[config.mk]
export PLATFORM = sky130hd
export DESIGN_NAME = immenc
export DESIGN_NICKNAME = d
export VERILOG_FILES = /design/src/rtl/immenc_pkg.sv /design/src/rtl/immenc_stage.sv /design/src/rtl/immenc.sv
export SDC_FILE = /design/constraint.sdc
export NUM_CORES = 1
export LEC_CHECK = 0
export ABC_AREA = 1
export CORE_AREA = 2 2 118 120
export CTS_BUF_LIST = sky130_fd_sc_hd__clkbuf_16
export CTS_CLUSTER_DIAMETER = 150
export DETAILED_ROUTE_END_ITERATION = 16
export DIE_AREA = 0 0 120 122
export PLACE_DENSITY = 0.73
export RECOVER_POWER = 50
export SLEW_MARGIN = 20
export SYNTH_ARGS = -nofsm -noshare
export SYNTH_HDL_FRONTEND = slang
export SYNTH_SLANG_ARGS = --single-unit
export TNS_END_PERCENT = 5
[constraint.sdc]
create_clock -name clk -period 2.5 [get_ports clk]
set_input_delay 0.25 -clock clk [delete_from_list [all_inputs] [get_ports clk]]
set_output_delay 0.25 -clock clk [all_outputs]
set_load 0.005 [all_outputs]
[src/rtl/immenc_pkg.sv]
// Immediate encoder shared types: opcode classes, opcode match patterns and pipeline payloads.
package immenc_pkg;

  typedef enum logic [2:0] {IMM_I, IMM_S, IMM_B, IMM_U, IMM_J, IMM_ERR} imm_class_t;

  // instr[6:2] patterns, written as value/mask pairs so signext can match the same way
  localparam logic [4:0] OP_I_VAL = 5'b00000;
  localparam logic [4:0] OP_I_MSK = 5'b11011;
  localparam logic [4:0] OP_S_VAL = 5'b01000;
  localparam logic [4:0] OP_B_VAL = 5'b11000;
  localparam logic [4:0] OP_U_VAL = 5'b00101;
  localparam logic [4:0] OP_U_MSK = 5'b10111;
  localparam logic [4:0] OP_J_VAL = 5'b11011;

  typedef struct packed {
    imm_class_t  cls;
    logic [31:0] imm;
    logic [24:0] base;
    logic        ok;
  } s1_t;

  typedef struct packed {
    logic [24:0] data;
    logic        err;
  } s2_t;

  function automatic imm_class_t op_class(input logic [4:0] op);
    imm_class_t c;
    c = IMM_ERR;
    if ((op & OP_I_MSK) == OP_I_VAL)      c = IMM_I;
    else if (op == OP_S_VAL)              c = IMM_S;
    else if (op == OP_B_VAL)              c = IMM_B;
    else if ((op & OP_U_MSK) == OP_U_VAL) c = IMM_U;
    else if (op == OP_J_VAL)              c = IMM_J;
    return c;
  endfunction

endpackage

[src/rtl/immenc_stage.sv]
// One valid/ready register slice; accepts whenever empty or draining this cycle.
module immenc_stage #(
  parameter int W = 8
) (
  input  logic         clk,
  input  logic         rst_n,
  input  logic         in_vld,
  output logic         in_rdy,
  input  logic [W-1:0] in_dat,
  output logic         out_vld,
  input  logic         out_rdy,
  output logic [W-1:0] out_dat
);

  assign in_rdy = !out_vld || out_rdy;

  always_ff @(posedge clk or negedge rst_n) begin
    if (!rst_n) begin
      out_vld <= 1'b0;
      out_dat <= '0;
    end else if (in_rdy) begin
      out_vld <= in_vld;
      if (in_vld) out_dat <= in_dat;
    end
  end

endmodule

[src/rtl/immenc.sv]
// Immediate encoder: packs a 32-bit immediate into the I/S/B/U/J fields of instr[31:7].
// Two-stage valid/ready pipeline (classify+range check, then pack) with saturating statistics.
module immenc
  import immenc_pkg::*;
#(
  parameter int CNT_W  = 16,
  parameter bit STRICT = 1'b1
) (
  input  logic             clk,
  input  logic             reset_n,
  input  logic             InValid,
  output logic             InReady,
  input  logic [4:0]       Op,
  input  logic [31:0]      Imm,
  input  logic [24:0]      Base,
  output logic             OutValid,
  input  logic             OutReady,
  output logic [24:0]      DataOut,
  output logic             ErrOut,
  output logic [CNT_W-1:0] EncCount,
  output logic [CNT_W-1:0] ErrCount
);

  localparam logic [CNT_W-1:0] CNT_ONE = CNT_W'(1);
  localparam logic [CNT_W-1:0] CNT_MAX = '1;

  s1_t  s1_in, s1_out;
  s2_t  s2_in, s2_out;
  logic s1_vld, s2_rdy;

  // An immediate is representable when every bit above its sign position copies the sign.
  always_comb begin
    s1_in      = '0;
    s1_in.cls  = op_class(Op);
    s1_in.imm  = Imm;
    s1_in.base = Base;
    case (s1_in.cls)
      IMM_I, IMM_S: s1_in.ok = (&Imm[31:11]) || !(|Imm[31:11]);
      IMM_B:        s1_in.ok = !Imm[0] && ((&Imm[31:12]) || !(|Imm[31:12]));
      IMM_U:        s1_in.ok = !(|Imm[11:0]);
      IMM_J:        s1_in.ok = !Imm[0] && ((&Imm[31:20]) || !(|Imm[31:20]));
      default:      s1_in.ok = 1'b0;
    endcase
  end

  immenc_stage #(.W($bits(s1_t))) u_s1 (
    .clk     (clk),
    .rst_n   (reset_n),
    .in_vld  (InValid),
    .in_rdy  (InReady),
    .in_dat  (s1_in),
    .out_vld (s1_vld),
    .out_rdy (s2_rdy),
    .out_dat (s1_out)
  );

  always_comb begin
    s2_in      = '0;
    s2_in.data = s1_out.base;
    s2_in.err  = !s1_out.ok;
    case (s1_out.cls)
      IMM_I: s2_in.data[24:13] = s1_out.imm[11:0];
      IMM_S: begin
        s2_in.data[24:18] = s1_out.imm[11:5];
        s2_in.data[4:0]   = s1_out.imm[4:0];
      end
      IMM_B: begin
        s2_in.data[24]    = s1_out.imm[12];
        s2_in.data[23:18] = s1_out.imm[10:5];
        s2_in.data[4:1]   = s1_out.imm[4:1];
        s2_in.data[0]     = s1_out.imm[11];
      end
      IMM_U: s2_in.data[24:5] = s1_out.imm[31:12];
      IMM_J: begin
        s2_in.data[24]    = s1_out.imm[20];
        s2_in.data[23:14] = s1_out.imm[10:1];
        s2_in.data[13]    = s1_out.imm[11];
        s2_in.data[12:5]  = s1_out.imm[19:12];
      end
      default: s2_in.data = s1_out.base;
    endcase
    // Unsupported opcodes never get truncated fields, even in non-strict mode
    if (!s1_out.ok && (STRICT || s1_out.cls == IMM_ERR)) s2_in.data = s1_out.base;
  end

  immenc_stage #(.W($bits(s2_t))) u_s2 (
    .clk     (clk),
    .rst_n   (reset_n),
    .in_vld  (s1_vld),
    .in_rdy  (s2_rdy),
    .in_dat  (s2_in),
    .out_vld (OutValid),
    .out_rdy (OutReady),
    .out_dat (s2_out)
  );

  assign DataOut = s2_out.data;
  assign ErrOut  = s2_out.err;

  always_ff @(posedge clk or negedge reset_n) begin
    if (!reset_n) begin
      EncCount <= '0;
      ErrCount <= '0;
    end else if (OutValid && OutReady) begin
      if (EncCount != CNT_MAX) EncCount <= EncCount + CNT_ONE;
      if (ErrOut && ErrCount != CNT_MAX) ErrCount <= ErrCount + CNT_ONE;
    end
  end

endmodule
[Yosys cells after proc, flatten, opt, wreduce, memory -nomap -nowiden]
Index checks and enable logic that the tools add are counted.
Word-level totals
  input port bits: 66
  flip-flop bits (word level): 121
  output and inout bits: 60
Cells by class
  eq/ne operators: 14
  reductions and logical operators: 34
  muxes and demuxes: 11
  $add $sub $neg: 2
Operator list (count)
  $add 16x1->16 const B: 2
  $ne 16x16->1 const B: 2
  $pmux 7 s4: 1
  $mux 25: 1
  $reduce_or 12->1: 2
  $reduce_and 21->1: 1
  $reduce_or 21->1: 1
  $reduce_and 20->1: 1
  $reduce_or 20->1: 1
  $pmux 5 s3: 1
  $eq 3x2->1 const B: 4
  $mux 3: 4
  $reduce_and 12->1: 1
  $eq 5x5->1 const B: 2
  $pmux 5 s2: 1
  $logic_not 1->1: 8
  $mux 8: 1
  $reduce_and 2->1: 4
  $eq 3x1->1 const B: 2
  $eq 3x3->1 const B: 2
  $logic_not 3->1: 2
  $reduce_or 2->1: 3
  $eq 5x4->1 const B: 1
  $logic_not 5->1: 1
  other kinds (5): 12

[Depth between registers and ports, before layout]
Gate-level depths: netlist (run 1).
  word-level depth: 9
  gate-level depth with buffers: 12
  gate-level depth less buffers: 12

[Modules after synthesis]
From an unflattened synthesis (run 1), not the netlist that was laid out.
Unflattened totals
  cell total of the unflattened synthesis: 854
  area, all modules: 6556.3 µm²
Modules (own cells, without submodules)
  immenc: cells each 469, area an instance 2892.8 µm², instances 1
  immenc_stage (u_s1): cells each 268, area an instance 2534.9 µm², instances 1
  immenc_stage (u_s2): cells each 117, area an instance 1128.6 µm², instances 1

[Worst setup path after synthesis (run 1)]
No wires, ideal clock.
  kind: register to register
  start point: register ErrCount[0]
  end point: register ErrCount[5]
  setup slack: 0.734 ns
  arrival time: 1.650 ns
  setup time: 0.117 ns
  required time: 2.383 ns
  period minus slack after synthesis: 1.766 ns
  stages on the path, launching flop included: 11
  cell sequence: dfrtp_1 ha_1 nand3_2 nor3_2 nor3b_2 nand2_2 nand2_4 inv_4 buf_6 nand3_1 nand2_1
On the way
  cells in the longest elaborated chain, start to end: 3
Ends and longest elaborated chain
  from (decl): RTL line immenc.sv:21  | output logic [CNT_W-1:0] ErrCount
  from (signal assigned): RTL line immenc.sv:106  | if (ErrOut && ErrCount != CNT_MAX) ErrCount <= ErrCount + CNT_ONE;
  branches (longest 3 deep; another with $add 16x1->16)
Several ways; the timed one is not identified.
A chain may end at the register's enable or synchronous reset.

[Final worst setup path (run 1)]
  start point: register u_s2.out_vld
  end point: register u_s1.out_dat[14]
On the way
  cells in the longest elaborated chain, start to end: 4
Ends and longest elaborated chain
  from (decl): RTL line immenc_stage.sv:10  | output logic out_vld,
  from (signal assigned): RTL line immenc_stage.sv:22  | out_vld <= in_vld;
  $logic_not 1->1: RTL line immenc_stage.sv:15  | assign in_rdy = !out_vld || out_rdy;
  $logic_or 1x1->1 (2 in series): RTL line immenc_stage.sv:15
  $reduce_and 2->1 (no source line)
  to (signal assigned): RTL line immenc_stage.sv:23  | if (in_vld) out_dat <= in_dat;
  to (decl): RTL line immenc_stage.sv:12  | output logic [W-1:0] out_dat
Every way passes these cells.

==> results of run 1 <==
==> path summary, 6_finish.rpt <==
check | end | slack [ns] | depth (start not counted)
min in group asynchronous | EncCount[2] | 0.49 | 2
setup reg to reg | u_s1.out_dat[14] | 0.42 | 5
max in group asynchronous | u_s1.out_dat[27] | 0.75 | 3
setup / recovery | u_s1.out_dat[14] | 0.42 | 5
hold reg to reg | u_s1.out_dat[36] | 0.48 | 2
hold / removal | u_s1.out_dat[8] | 0.39 | 3
==> flip-flops by register name (all words and copies together), names as in the netlist <==
register      cells
EncCount         16
ErrCount         16
u_s1.out_dat     61
u_s1.out_vld      1
u_s2.out_dat     26
u_s2.out_vld      1
==> final cells by class <==
type,instances,area [um^2],area share
flip-flops and latches,121,3028,0.3891
multi-input cells,519,2424,0.3115
repair buffers,136,1334,0.1714
clock buffers,17,425.4,0.05467
well taps,180,225.2,0.02894
inverters,54,205.2,0.02637
clock inverters,15,140.1,0.01801
==> worst register-to-register path: cells and delay by family (launching register included) <==
| family | cells | cell delay, ns |
|---|---|---|
| and+or+nand+nor | 4 | 0.78 |
| buffers and inverters | 1 | 0.83 |
| DFF | 1 | 0.40 |
==> per-layer routing <==
layer,track usage,up-vias,routed length [um]
met5,0,-,0
met2,0.3469,148,7043
met1,0.2897,2397,6838
met3,0.03558,18,686
li1,-,2567,-
met4,0.07206,0,211
==> cells in the mapped netlist (2+ instances only) <==
| cell type | count |
|---|---|
| nand2_1 | 261 |
| dfrtp_1 | 121 |
| nor2_1 | 61 |
| o21ai_0 | 59 |
| inv_1 | 50 |
| a21oi_1 | 29 |
| nand3_1 | 29 |
| xor2_1 | 20 |
| nand4_1 | 18 |
| clkbuf_1 | 17 |
| nor3_1 | 11 |
| xnor2_1 | 9 |
| a22o_1 | 4 |
| buf_1 | 4 |
| inv_2 | 3 |
| o21ai_2 | 3 |
| a211oi_1 | 2 |
| ha_1 | 2 |
==> cells by family (layout without fill, tap and decap cells) <==
| family | count (synthesis) | in the layout | synth area share |
|---|---|---|---|
| buffers and inverters | 78 | 222 | 0.05344 |
| XOR/XNOR | 29 | 29 | 0.04410 |
| adder cells (fa/ha/maj) | 2 | 2 | 0.004344 |
| flip-flops | 121 | 121 | 0.5257 |
| AO/OA/AOI/OAI | 100 | 100 | 0.09515 |
| AND/OR/NAND/NOR | 388 | 388 | 0.2772 |
==> per-stage QoR <==
step	area, um^2	utilization	hold WS (ns)	setup WS [ns]	instances
2_1_floorplan	5759	-	-0.04559	0.7336	718
3_3_place_gp	7233	0.5356	0.2360	0.5884	1009
3_5_place_dp	7233	0.5356	0.2322	0.5283	1009
4_1_cts	7809	0.5782	0.3430	0.4999	1042
5_1_grt	7781	0.5762	0.4057	0.2091	1042
6_report	7781	0.5762	0.3888	0.4248	1042
==> report_power, final <==
group,switching [mW],total (mW),internal [mW]
clock network,0.825,2.35,1.53
logic,0.698,1.45,0.749
registers,0.319,2.66,2.34
==> results.ini, run 1 <==
[clocking]
cts.sinks=121
clk_latency_ns=0.40
clkTransAtPathRegs_ns=0.05
clockBufferDepth=2
cts_max_level=4
root_buffer=clkbuf_16
post_cts_resized=0
postCtsHoldBufs=1
post_cts_buffers=0
cts_made_buffers=17
cts_tree=done

[worst_setup_path]
worstSetupPathType=register to register
critPathMaxFanout=25
path_cells=nand3_1, nand2_1, clkbuf_1, nand2_1, nand2_1
start_kind=register
arrival_ns=2.41
cp_num_buf_inv=1
worstPathRequired_ns=2.83
r2r-start=u_s2.out_vld
crit_start=u_s2.out_vld
worst_setup_path_end_kind=register
max_stage_delay_ns=0.83
path_common_cell=nand2_1
crit_family=buffers and inverters
crit_path_top_delay_cell=clkbuf_1

[global_route]
grt_pass1_vias=4969
grt_max_degree=52
grt_first_pass_wirelength_mm=24.58
antenna_found_initial=0
track_usage=0.2129
grt_remaining_overflow=0

[synth]
ys_seq_elements=121
syn_nets=786
async_flop_share=1.000
synth_seq_area_share=0.5257
yosys_warnings=0
synth_cell_types=33
synth.area.top_cells=dfrtp_1, nand2_1, o21ai_0, nor2_1, inv_1
yosysTopAreaCell=dfrtp_1
synth_edf_count=0
synthCells=718
synth_top_cell_area_share=0.5257
syn_area_um2=5759
synth_ff_type=dfrtp_1
syn_area_per_cell_um2=8.021

[outcome]
status=completed

[routing]
wl_per_cell_um=14.18
drtAntennaViolNets=0
first_pass_iters=5
vias=5130
vias_per_cell=4.923
drcViolationCount=0
drt_iter0_markers=521
wl_mm=14.78

[power]
power.total_mw=6.461
ir_worst_vdd_uv=508.3
power.density_nw_per_um2=830.3
p_leak_nw=3.658

[sta]
finalMaxSlewViolations=0
finClkSkew_ns=0.005106
rsz0062_at_grt=false
max-slew-margin-rel=0.2896
finalSetupViolCount=0
tightest_slew_ns=1.066
setup_tns_ns=0
min_period_over_period=0.8301
period_minus_slack_ns=2.075
finalHoldViolCount=0
max_freq_ghz=0.4819

[finish]
final_common_cell=nand2_1
syn2layout_area_growth_pct=35.11
fin_nets=917
antennaDiodeCount=0
fillers=1252
drive_gt1_frac=0.05452
final_cell_mix=nand2_1, dfrtp_1, clkdlybuf4s50_1

[floorplanning]
io_pins=126
die-width_um=120
start_util=0.4265
die_h_um=122
core_um2=13500
die_area_um2=14640
rows=43

[min_path]
hold_start=Base[7]
min_path_type=input pin to register

[run]
maxCapViolCount=0

[placed_design]
numPortBuffers=125
place.gp.congestion=0.9577
dp_hpwl_mm=10.73

Power figures use the tool's default switching activity.
==> inputs of run 2 (changes only) <==
- PLACE_DENSITY: 0.73 -> 0.76
- clock period: 2.5 -> 1.8 ns (I/O delays scaled with it)
==> results.ini, run 2 (synthesis gave the netlist of run 1 again) <==
[routing]
first_pass_iters=5  ; unchanged
vias_per_cell=5.025  ; was 4.923
wl_per_cell_um=13.96  ; was 14.18 um
drtAntennaViolNets=0  ; unchanged
drcViolationCount=0  ; unchanged
drt_iter0_markers=491  ; was 521
wl_mm=14.74  ; was 14.78 mm
vias=5306  ; was 5130

[sta]
period_minus_slack_ns=1.695
worst_slack_ns=0.1046  ; was 0.4248 ns
finalSetupViolCount=0  ; unchanged
min_period_over_period=0.9419
max_freq_ghz=0.5898
finalMaxSlewViolations=0  ; unchanged
max-slew-margin-rel=0.3887  ; was 0.2896
finalHoldViolCount=0  ; unchanged
tightest_slew_ns=0.9169  ; was 1.066 ns
finClkSkew_ns=0.008740  ; was 0.005106 ns

[min_path]
hold_path_depth=3  ; unchanged
min_path_type=input pin to register  ; unchanged

[power]
sw_frac_of_total=0.2864  ; was 0.2851
p_sw_mw=2.640  ; was 1.842 mW
seqPwrFrac=0.397  ; was 0.412
power_frac_comb=0.243  ; was 0.224
p_leak_nw=3.744  ; was 3.658 nW
intPower_mw=6.577  ; was 4.619 mW
power.density_nw_per_um2=1158  ; was 830.3 nW/um^2
power.total_mw=9.217  ; was 6.461 mW
p_clk_frac=0.360  ; was 0.364
ir_worst_vdd_uv=740.9  ; was 508.3 uV

[clocking]
post_cts_buffers=0  ; unchanged
cts_made_buffers=17  ; unchanged
cts.sinks=121  ; unchanged
cts_max_level=4  ; unchanged
root_buffer=clkbuf_16  ; unchanged
cts_tree=done  ; unchanged
clkTransAtPathRegs_ns=0.06  ; was 0.05 ns
clk_latency_ns=0.41  ; was 0.40 ns
clockBufferDepth=2  ; unchanged

[placed_design]
dp_slack_ns=0.08018  ; was 0.5283 ns
postPlaceCellArea_um2=7363  ; was 7233 um^2
place.gp.congestion=0.9305  ; was 0.9577
numPortBuffers=125  ; unchanged
dp_hpwl_mm=10.85  ; was 10.73 mm

[floorplanning]
die_area_um2=14640  ; unchanged
start_util=0.4265  ; unchanged
core_um2=13500  ; unchanged
io_pins=126  ; unchanged
die_h_um=122  ; unchanged
rows=43  ; unchanged
die-width_um=120  ; unchanged

[worst_setup_path]
worst_setup_path_end_kind=output port  ; was register
critPathMaxFanout=4  ; was 25
arrival_ns=1.52  ; was 2.41 ns
worstPathRequired_ns=1.62  ; was 2.83 ns
r2r_cells=6  ; was 5
start_kind=register  ; unchanged
worstSetupPathType=register to output port  ; was register to register

[finish]
syn2layout_area_growth_pct=38.17  ; was 35.11%
stdcell_area_um2=7958  ; was 7781 um^2
largest_reg_flops=61  ; unchanged
drive_gt1_frac=0.07991  ; was 0.05452
antennaDiodeCount=0  ; unchanged
final_cell_mix=nand2_1, clkdlybuf4s50_1, dfrtp_1  ; was nand2_1, dfrtp_1, clkdlybuf4s50_1
utilization=0.5893  ; was 0.5762
fin_nets=931  ; was 917
final_common_cell=nand2_1  ; unchanged
largest_register=u_s1.out_dat  ; unchanged
reg_top3=u_s1.out_dat (61), u_s2.out_dat (26)  ; unchanged

[global_route]
grt_max_degree=75  ; was 52
grt_remaining_overflow=0  ; unchanged
antenna_found_initial=0  ; unchanged
grt_first_pass_wirelength_mm=24.33  ; was 24.58 mm
track_usage=0.2108  ; was 0.2129
grt_pass1_vias=4982  ; was 4969

[run]
maxCapViolCount=0  ; unchanged

[outcome]
status=completed  ; unchanged

==> run 2: area by class of cell <==
class	count	area, um^2
Fill cell	1176	5547
Sequential cell	121	3028
Multi-Input combinational cell	519	2470
Timing Repair Buffer	150	1444
Clock buffer	17	425.4
Tap cell	180	225.2
Inverter	54	205.2
Clock inverter	15	160.2
==> run 2: worst paths after layout <==
path | startpoint | endpoint | slack, ns
max | u_s2.out_vld | InReady | 0.10
max in group asynchronous | reset_n | ErrCount[2] | 0.41
min | Base[6] | u_s1.out_dat[7] | 0.31
min in group asynchronous | reset_n | u_s1.out_dat[7] | 0.45
max reg2reg | u_s2.out_vld | u_s1.out_dat[0] | 0.13
min reg2reg | u_s1.out_dat[23] | u_s1.out_dat[23] | 0.48
==> run 2: power by group through the flow <==
stage	Clock [mW]	Sequential, mW	Combinational [mW]
2_1_floorplan	0	3.65	0.932
5_1_grt	3.51	3.72	2.50
4_1_cts	3.36	3.65	2.26
6_report	3.32	3.66	2.24
3_3_place_gp	0	3.68	2.20
3_5_place_dp	0	3.68	2.25
==> run 2: per-stage QoR <==
| step | setup TNS (ns) | hold WS, ns | instances |
|---|---|---|---|
| after floorplan | 0 | -0.1156 | 718 |
| after global placement | 0 | 0.1770 | 1023 |
| after detailed placement | 0 | 0.1776 | 1023 |
| after CTS | 0 | 0.3007 | 1056 |
| after global routing | -0.01010 | 0.3231 | 1056 |
| final | 0 | 0.3130 | 1056 |
==> run 2: critical path, stage by stage, from the launching register on <==
cell             delay [ns]
dfrtp_1                0.42
nand3_2                0.15
clkdlybuf4s50_1        0.54
==> run 2: metal layers <==
| metal | up-vias | track usage | share of wire |
|---|---|---|---|
| met5 | - | 0 | 0 |
| met4 | 0 | 0.07721 | 0.021 |
| met2 | 176 | 0.3271 | 0.47 |
| li1 | 2591 | - | - |
| met1 | 2516 | 0.2927 | 0.46 |
| met3 | 23 | 0.04401 | 0.049 |
==> run 2: what timing repair did <==
item / CTS / global route
hold endpoints to repair: 34 / 0
hold buffers: 1 / 0
endpoints found under the setup margin: 0 / 21
resized for setup: 0 / 9
==> inputs of run 3 (changes only) <==
- CAP_MARGIN: not set -> 20
- CORE_AREA: 2 2 118 120 -> 2 2 123 125
- DIE_AREA: 0 0 120 122 -> 0 0 125 127
- PLACE_DENSITY: 0.76 -> 0.71
==> results.ini, run 3 (synthesis gave the netlist of run 1 again) <==
[clocking]
cts.sinks=121  ; unchanged
root_buffer=clkbuf_16  ; unchanged
cts_max_level=4  ; unchanged
cts_made_buffers=17  ; unchanged
clk_latency_ns=0.41  ; about the same
clkTransAtPathRegs_ns=0.06  ; about the same
cts_tree=done  ; unchanged
clockBufferDepth=2  ; unchanged

[routing]
drcViolationCount=0  ; unchanged
drtAntennaViolNets=0  ; unchanged
first_pass_iters=6  ; was 5
wl_mm=15.76  ; was 14.74 mm
drt_iter0_markers=459  ; was 491
wl_per_cell_um=14.74  ; was 13.96 um
vias_per_cell=5.015  ; was 5.025
vias=5361  ; was 5306

[worst_setup_path]
crit_family=simple AND/OR/NAND/NOR gates  ; was buffers and inverters
worst_setup_path_end_kind=register  ; was output port
max_stage_delay_ns=0.36  ; was 0.54 ns
cp_num_buf_inv=1  ; unchanged
crit_start=ErrCount[0]  ; was u_s2.out_vld
worstPathRequired_ns=2.09  ; was 1.62 ns
worstSetupPathType=register to register  ; was register to output port
start_kind=register  ; unchanged
r2r-start=ErrCount[0]  ; was u_s2.out_vld
path_cells=ha_2, nand3_2, nor3_4, nor3b_4, nand2_2, nand2_4, inv_4, nand3_1, nand2_1  ; was nand3_2, clkdlybuf4s50_1
critPathMaxFanout=16  ; was 4
arrival_ns=1.99  ; was 1.52 ns
crit_path_top_delay_cell=dfrtp_1  ; was clkdlybuf4s50_1

[floorplanning]
core_um2=14420  ; was 13500 um^2
die_area_um2=15880  ; was 14640 um^2
rows=44  ; was 43
io_pins=126  ; unchanged
die-width_um=125  ; was 120 um
die_h_um=127  ; was 122 um
start_util=0.3993  ; was 0.4265

[finish]
antennaDiodeCount=0  ; unchanged
largest_reg_flops=61  ; unchanged
largest_register=u_s1.out_dat  ; unchanged
drive_gt1_frac=0.09040  ; was 0.07991
final_cell_mix=nand2_1, clkdlybuf4s50_1, dfrtp_1  ; unchanged
syn2layout_area_growth_pct=39.97  ; was 38.17%
final_common_cell=nand2_1  ; unchanged
fin_nets=940  ; was 931
reg_top3=u_s1.out_dat (61), u_s2.out_dat (26)  ; unchanged
stdcell_area_um2=8061  ; was 7958 um^2

[outcome]
status=completed  ; unchanged

[global_route]
grt_first_pass_wirelength_mm=25.52  ; was 24.33 mm
grt_pass1_vias=5157  ; was 4982
grt_max_degree=36  ; was 75
antenna_found_initial=0  ; unchanged
grt_remaining_overflow=0  ; unchanged
track_usage=0.1995  ; was 0.2108

[power]
ir_worst_vdd_uv=713.4  ; was 740.9 uV
p_leak_nw=3.811  ; was 3.744 nW
power.density_nw_per_um2=1200  ; was 1158 nW/um^2
power.total_mw=9.672  ; was 9.217 mW

[placed_design]
place.gp.congestion=0.8985  ; was 0.9305
numPortBuffers=125  ; unchanged
postPlaceCellArea_um2=7393  ; was 7363 um^2
dp_hpwl_mm=11.50  ; was 10.85 mm

[sta]
max-slew-margin-rel=0.5125  ; was 0.3887
finClkSkew_ns=0.009155  ; was 0.008740 ns
rsz0062_at_grt=true
finalSetupViolCount=0  ; unchanged
max_freq_ghz=0.5909  ; was 0.5898 GHz
min_period_over_period=0.9402  ; was 0.9419
finalHoldViolCount=0  ; unchanged
finalMaxSlewViolations=0  ; unchanged
period_minus_slack_ns=1.692  ; was 1.695 ns
tightest_slew_ns=0.7313  ; was 0.9169 ns

[min_path]
min_path_type=input pin to register  ; unchanged
hold_start=Base[7]  ; was Base[6]

[run]
maxCapViolCount=0  ; unchanged

==> run 3: cell types whose count changed in the layout (fill, tap and decap cells not counted), moves of 2 or more <==
cell	change
buf_4	+7
bufinv_16	+2
clkinv_1	-4
clkinv_4	+2
==> run 3: layout make-up <==
cell class | instances | area, um^2
timing repair buffer | 159 | 1499
fill | 1330 | 6362
tap | 184 | 230.2
clock inverter | 15 | 225.2
inverter | 54 | 205.2
multi-input combinational | 519 | 2449
sequential | 121 | 3028
clock buffer | 17 | 425.4
==> run 3: metrics by stage <==
stage	instances	util	setup TNS, ns	hold WS (ns)	setup WS (ns)
after floorplan	718	-	0	-0.1156	0.03364
after CTS	1065	0.5584	0	0.2775	0.01911
after global placement	1032	0.5126	0	0.1350	0.1229
after detailed placement	1032	0.5126	0	0.1386	0.06337
final	1069	0.5589	0	0.3059	0.1076
after global routing	1069	0.5589	-0.02705	0.3166	-0.02095
==> run 3: power breakdown <==
group          internal (mW)  total [mW]  switching, mW
Clock                   2.46        3.73           1.27
Sequential              3.25        3.66          0.410
Combinational           1.20        2.28           1.08
==> run 3: tightest hold or removal path, stage by stage <==
cell and delay (ns):
clkdlybuf4s50_1 0.39, nand2_1 0.06, nand2_1 0.04
==> run 3: per-layer routing <==
metal | vias to the layer above | track usage | wire (um)
met4 | 0 | 0.06078 | 214
met2 | 189 | 0.3290 | 7567
met3 | 21 | 0.03978 | 849
met1 | 2536 | 0.2684 | 7127
met5 | - | 0 | 0
li1 | 2615 | - | -
==> run 3: timing repair <==
| item | CTS | global route |
|---|---|---|
| hold endpoints to repair | 25 | 0 |
| setup buffers | 0 | 4 |
| gates resized for setup | 0 | 5 |
| hold buffers | 1 | 0 |
| setup endpoints to repair | 0 | 16 |
==> run 3: worst paths after layout <==
path | depth (start not counted) | slack [ns] | end
setup reg to reg | 9 | 0.11 | ErrCount[5]
setup / recovery | 9 | 0.11 | ErrCount[5]
max in group asynchronous | 3 | 0.40 | ErrCount[15]
min in group asynchronous | 2 | 0.39 | u_s2.out_dat[11]
hold reg to reg | 2 | 0.48 | u_s1.out_dat[36]
hold / removal | 3 | 0.31 | u_s1.out_dat[8]
